==> src/rtl/serial_sub.sv <==
// Bit-serial subtractor: diff = a - b - bin, LSB first, one bit per clock, start/busy/done handshake.
// Define SERIAL_SUB_OVF_EN to add the signed-overflow output ovf.
module serial_sub #(
  parameter int unsigned WIDTH = 4
) (
  input  logic             clk,
  input  logic             rst,
  input  logic             start,
  input  logic [WIDTH-1:0] a,
  input  logic [WIDTH-1:0] b,
  input  logic             bin,
  output logic             busy,
  output logic             done,
  output logic [WIDTH-1:0] diff,
  output logic             bout
`ifdef SERIAL_SUB_OVF_EN
  ,
  output logic             ovf
`endif
);

  localparam int unsigned CntW = $clog2(WIDTH + 1);

  typedef enum logic [1:0] {StIdle, StShift, StDone} state_e;

  state_e            state_q, state_d;
  logic [WIDTH-1:0]  a_q, a_d;
  logic [WIDTH-1:0]  b_q, b_d;
  logic [WIDTH-1:0]  res_q, res_d;
  logic              borrow_q, borrow_d;
  logic [CntW-1:0]   cnt_q, cnt_d;
  logic [WIDTH-1:0]  diff_q, diff_d;
  logic              bout_q, bout_d;

  logic x, y, c, res_bit, borrow_nxt;

  assign x          = a_q[0];
  assign y          = b_q[0];
  assign c          = borrow_q;
  assign res_bit    = x ^ y ^ c;
  assign borrow_nxt = (~x & y) | (~x & c) | (y & c);

`ifdef SERIAL_SUB_OVF_EN
  // Operand sign bits are kept because a_q/b_q are shifted away during the operation.
  logic a_msb_q, a_msb_d;
  logic b_msb_q, b_msb_d;
  logic ovf_q, ovf_d;
`endif

  always_comb begin
    state_d  = state_q;
    a_d      = a_q;
    b_d      = b_q;
    res_d    = res_q;
    borrow_d = borrow_q;
    cnt_d    = cnt_q;
    diff_d   = diff_q;
    bout_d   = bout_q;
`ifdef SERIAL_SUB_OVF_EN
    a_msb_d  = a_msb_q;
    b_msb_d  = b_msb_q;
    ovf_d    = ovf_q;
`endif
    unique case (state_q)
      StIdle: begin
        if (start) begin
          a_d      = a;
          b_d      = b;
          borrow_d = bin;
          res_d    = '0;
          cnt_d    = '0;
          state_d  = StShift;
`ifdef SERIAL_SUB_OVF_EN
          a_msb_d  = a[WIDTH-1];
          b_msb_d  = b[WIDTH-1];
`endif
        end
      end
      StShift: begin
        res_d    = (res_q >> 1) | (WIDTH'(res_bit) << (WIDTH - 1));
        borrow_d = borrow_nxt;
        a_d      = a_q >> 1;
        b_d      = b_q >> 1;
        cnt_d    = cnt_q + CntW'(1);
        if (cnt_q == CntW'(WIDTH - 1)) begin
          state_d = StDone;
          diff_d  = res_d;
          bout_d  = borrow_nxt;
`ifdef SERIAL_SUB_OVF_EN
          ovf_d   = (a_msb_q != b_msb_q) && (res_bit != a_msb_q);
`endif
        end
      end
      StDone: begin
        state_d = StIdle;
      end
      default: begin
        state_d = StIdle;
      end
    endcase
  end

  always_ff @(posedge clk) begin
    if (rst) begin
      state_q  <= StIdle;
      a_q      <= '0;
      b_q      <= '0;
      res_q    <= '0;
      borrow_q <= 1'b0;
      cnt_q    <= '0;
      diff_q   <= '0;
      bout_q   <= 1'b0;
    end else begin
      state_q  <= state_d;
      a_q      <= a_d;
      b_q      <= b_d;
      res_q    <= res_d;
      borrow_q <= borrow_d;
      cnt_q    <= cnt_d;
      diff_q   <= diff_d;
      bout_q   <= bout_d;
    end
  end

`ifdef SERIAL_SUB_OVF_EN
  always_ff @(posedge clk) begin
    if (rst) begin
      a_msb_q <= 1'b0;
      b_msb_q <= 1'b0;
      ovf_q   <= 1'b0;
    end else begin
      a_msb_q <= a_msb_d;
      b_msb_q <= b_msb_d;
      ovf_q   <= ovf_d;
    end
  end

  assign ovf = ovf_q;
`endif

  assign busy = (state_q == StShift);
  assign done = (state_q == StDone);
  assign diff = diff_q;
  assign bout = bout_q;

endmodule

==> config.mk <==
export PLATFORM = sky130hd
export DESIGN_NAME = serial_sub
export DESIGN_NICKNAME = d
export VERILOG_FILES = /design/src/rtl/serial_sub.sv
export SDC_FILE = /design/constraint.sdc
export NUM_CORES = 1
export LEC_CHECK = 0
export ABC_AREA = 1
export BUFFER_PORTS_ARGS = -buffer_cell sky130_fd_sc_hd__buf_2
export CAP_MARGIN = 25
export CORE_ASPECT_RATIO = 0.9
export CORE_MARGIN = 1
export CORE_UTILIZATION = 53
export CTS_CLUSTER_DIAMETER = 30
export DETAILED_ROUTE_END_ITERATION = 8
export GPL_ROUTABILITY_DRIVEN = 0
export HOLD_SLACK_MARGIN = 0.05
export PLACE_DENSITY = 0.81
export SLEW_MARGIN = 10
export SYNTH_ARGS = -nofsm -noshare
export SYNTH_HDL_FRONTEND = slang
export SYNTH_SLANG_ARGS = --single-unit
==> constraint.sdc <==
create_clock -name clk -period 1.59 [get_ports clk]
set_clock_uncertainty 0.1 [all_clocks]
set_input_delay 0.0795 -clock clk [delete_from_list [all_inputs] [get_ports clk]]
set_output_delay 0.0795 -clock clk [all_outputs]
set_load 0.01 [all_outputs]
==> qor.csv <==
metric,value,unit
routed wire length,2.10,mm
Mapped Cells,131,
maximum vdd ir drop,0.509,mV
Comb pwr share,15.3,%
final worst-path cycle share,90.6,%
initial cell density of the core,59.0,%
CTS buffer count,3,
Final ANT Viol Nets,0,
sequential cell fraction of total power,55.4,%
Pre-antenna DRT Iters,4,
Fmax,694,MHz
multiplexer area fraction after synthesis,0,%
Placed Cells,170,
WL per Instance,11.4,µm
die area,2110,µm²
CTS tree,built,
nature of the critical path endpoint,output port,
max_slew headroom,81.3,%
Net Switching,0.000283,W
Synth warnings,0,
synthesis-stage register bit count,22,
largest family of logic cells by synthesized area,simple AND/OR/NAND/NOR gates,
syn_nets,146,
Total Power,0.00107,W
RSZ-0062 raised after global routing,false,
total clock sinks,22,
Die W,48.3,µm
Root Buffer,clkbuf_4,
Post-CTS Setup Bufs,0,
"Setup violations, final",0,
clk_lat worst skew,320,ps
reg2reg setup slack,210,ps
Worst-Margin Slew,278,ps
Synth Flop Type,dfxtp_1,
"Cell Area, Synth",1020,µm²
final hold viol count,0,
outcome,"complete, no violations",
adder-cell share of the synthesized area,4.40,%
post-synthesis simple-gate area fraction,30.6,%
fraction of registers with async set/reset,0,%
# rows,14,
syn avg cell area,7.81,µm²
PwrDens,866,nW/µm²
layout net count,176,
Synth top area share,43.0,%
routed via count,937,
worst hold path type,input pin to flip-flop,
Residual DRC,0,
Worst Hold Depth,5,
area delta synth->final,21.1,%
synth unique cells,22,
max_cap viols,0,
Leak Pwr,0.577,nW
xor/xnor share of the synthesized area,0,%
Final Core Density,71.5,%
clock slew at reported path FFs,120,ps
Longest Clk Path Bufs,2,
H-tree depth,1,
Final HPWL DP,1.52,mm
first-pass GRT wire length,3.44,mm
Sw Share,26.4,%
largest net degree at the start of global routing,26,
gr usage total,22.0,%
post-route minimum period,1440,ps
Post-Layout Cell Count,184,
cell taking the most area after synthesis,dfxtp_1,
cells on worst reg2reg path,4,
register area share after synthesis,43.0,%
Setup crit start kind,flip-flop,
initial antenna violation count,0,
n_diodes,0,
Post-synth EDFFs,0,
crit path DAT,1260,ps
Die Ht,43.7,µm
Hold Buf Count CTS,10,
vias in the first global route,837,
share of layout cells above drive strength 1,18.1,%
post-synthesis compound-gate area fraction,9.05,%
Fill cells,150,
boundary pin count,19,
Synth area leaders,"dfxtp_1 (43%), nand3_1 (16%), nand2_1 (7.3%), a21oi_1 (6.4%), inv_1 (6.2%)",
Clk pwr share,29.3,%
internal power,0.000790,W
Port Buf Inserts,18,
Setup Crit Path Kind,flip-flop to output port,
Critical Path RT,1410,ps
core area,1730,µm²
Fin Setup TNS,0,ps
total grt overflow,0,
max-slew violation count,0,
Register Area,440,µm²
vias per cell,5.09,
"Slowest-stage cell, CP",dfxtp_1,
CTS resizes,0,
crit-path cells,inv_4 -> nand2_8 -> inv_2 -> buf_2,
First DRT Iteration DRCs,19,
"slowest stage delay, CP",360,ps
critical path peak fanout,25,
area of the multi-input gates,450,µm²
## per-stage QoR
step	hold slack (ps)	worst slack [ps]	cell area (µm²)
6_report	48.0	150	1240
2_1_floorplan	48.6	275	1020
3_3_place_gp	228	264	1100
3_5_place_dp	242	227	1100
5_1_grt	67.4	96.2	1240
4_1_cts	52.1	158	1240
## synthesized netlist by cell type (2+ instances only)
library cell and n:
a21oi_1 13, buf_6 2, dfxtp_1 22, ha_1 2, inv_1 17, nand2_1 20, nand3_1 32, nor2_1 6
o21ai_0 4
## flip-flops by register name, summed over array words and instances, names as in the netlist
| signal | flops |
|---|---|
| bout | 1 |
| res_q | 3 |
| borrow_q | 1 |
| diff | 4 |
| cnt_q | 3 |
| a_q | 4 |
| state_q | 2 |
| b_q | 4 |
## logic make-up (layout without fill, tap and decap cells)
logic type	count (synthesis)	after routing
buffers and inverters	25	54
and+or+nand+nor	63	63
DFF	22	22
AOI/OAI and AO/OA	18	18
adders and majority gates	3	3
## power by group through the flow
| stage | Clock, W | Combinational (W) | Sequential, W |
|---|---|---|---|
| after floorplan | 0 | 0.000121 | 0.000601 |
| after global placement | 0 | 0.000138 | 0.000606 |
| after detailed placement | 0 | 0.000146 | 0.000607 |
| after CTS | 0.000317 | 0.000165 | 0.000595 |
| after global routing | 0.000342 | 0.000186 | 0.000598 |
| final | 0.000315 | 0.000164 | 0.000595 |
## critical path, delay by kind of cell, from the launching register on
family / cells / cell delay, ps
simple gates: 1 / 140
buf+inv: 3 / 440
flops: 1 / 360
## path summary, 6_finish.rpt
check                           from                    end
max          state_q[1]$_SDFFE_PP0P_                   busy
min                            start    b_q[2]$_SDFFE_PP0P_
max reg2reg      a_q[0]$_SDFFE_PP0P_  res_q[3]$_SDFFE_PP0P_
min reg2reg     diff[2]$_SDFFE_PP0P_   diff[2]$_SDFFE_PP0P_
## final cells by class
class / instances / share of cell area, %
flip-flops and latches: 22 / 35.5
multi-input cells: 84 / 36.3
well taps: 24 / 2.42
inverters: 20 / 6.26
clock buffers: 4 / 2.93
repair buffers: 30 / 16.5
## layer usage
| layer | wire (µm) | up-vias | GRT usage (%) |
|---|---|---|---|
| li1 | - | 485 | - |
| met1 | 938 | 422 | 25.2 |
| met2 | 999 | 25 | 38.9 |
| met3 | 116 | 5 | 7.37 |
| met4 | 43 | 0 | 8.24 |
| met5 | 0 | - | 0 |
## layout by cell type (no fill, tap or decap)
master / netlist / final
a21oi_1: 13 / 13
buf_2: 0 / 18
buf_4: 0 / 2
clkbuf_4: 0 / 3
clkbuf_8: 1 / 1
clkinv_1: 1 / 1
dfxtp_1: 22 / 22
dlygate4sd3_1: 0 / 10
fa_1: 1 / 1
ha_1: 2 / 2
inv_1: 17 / 17
inv_2: 1 / 1
inv_4: 1 / 1
nand2_1: 20 / 20
nand2_4: 1 / 1
nand2_8: 1 / 1
nand3_1: 32 / 32
nor2_1: 6 / 6
nor2_4: 1 / 1
o21a_1: 1 / 1
o21ai_0: 4 / 4
or2_0: 1 / 1
or2_1: 1 / 1
(Power assumes the default switching activity.)
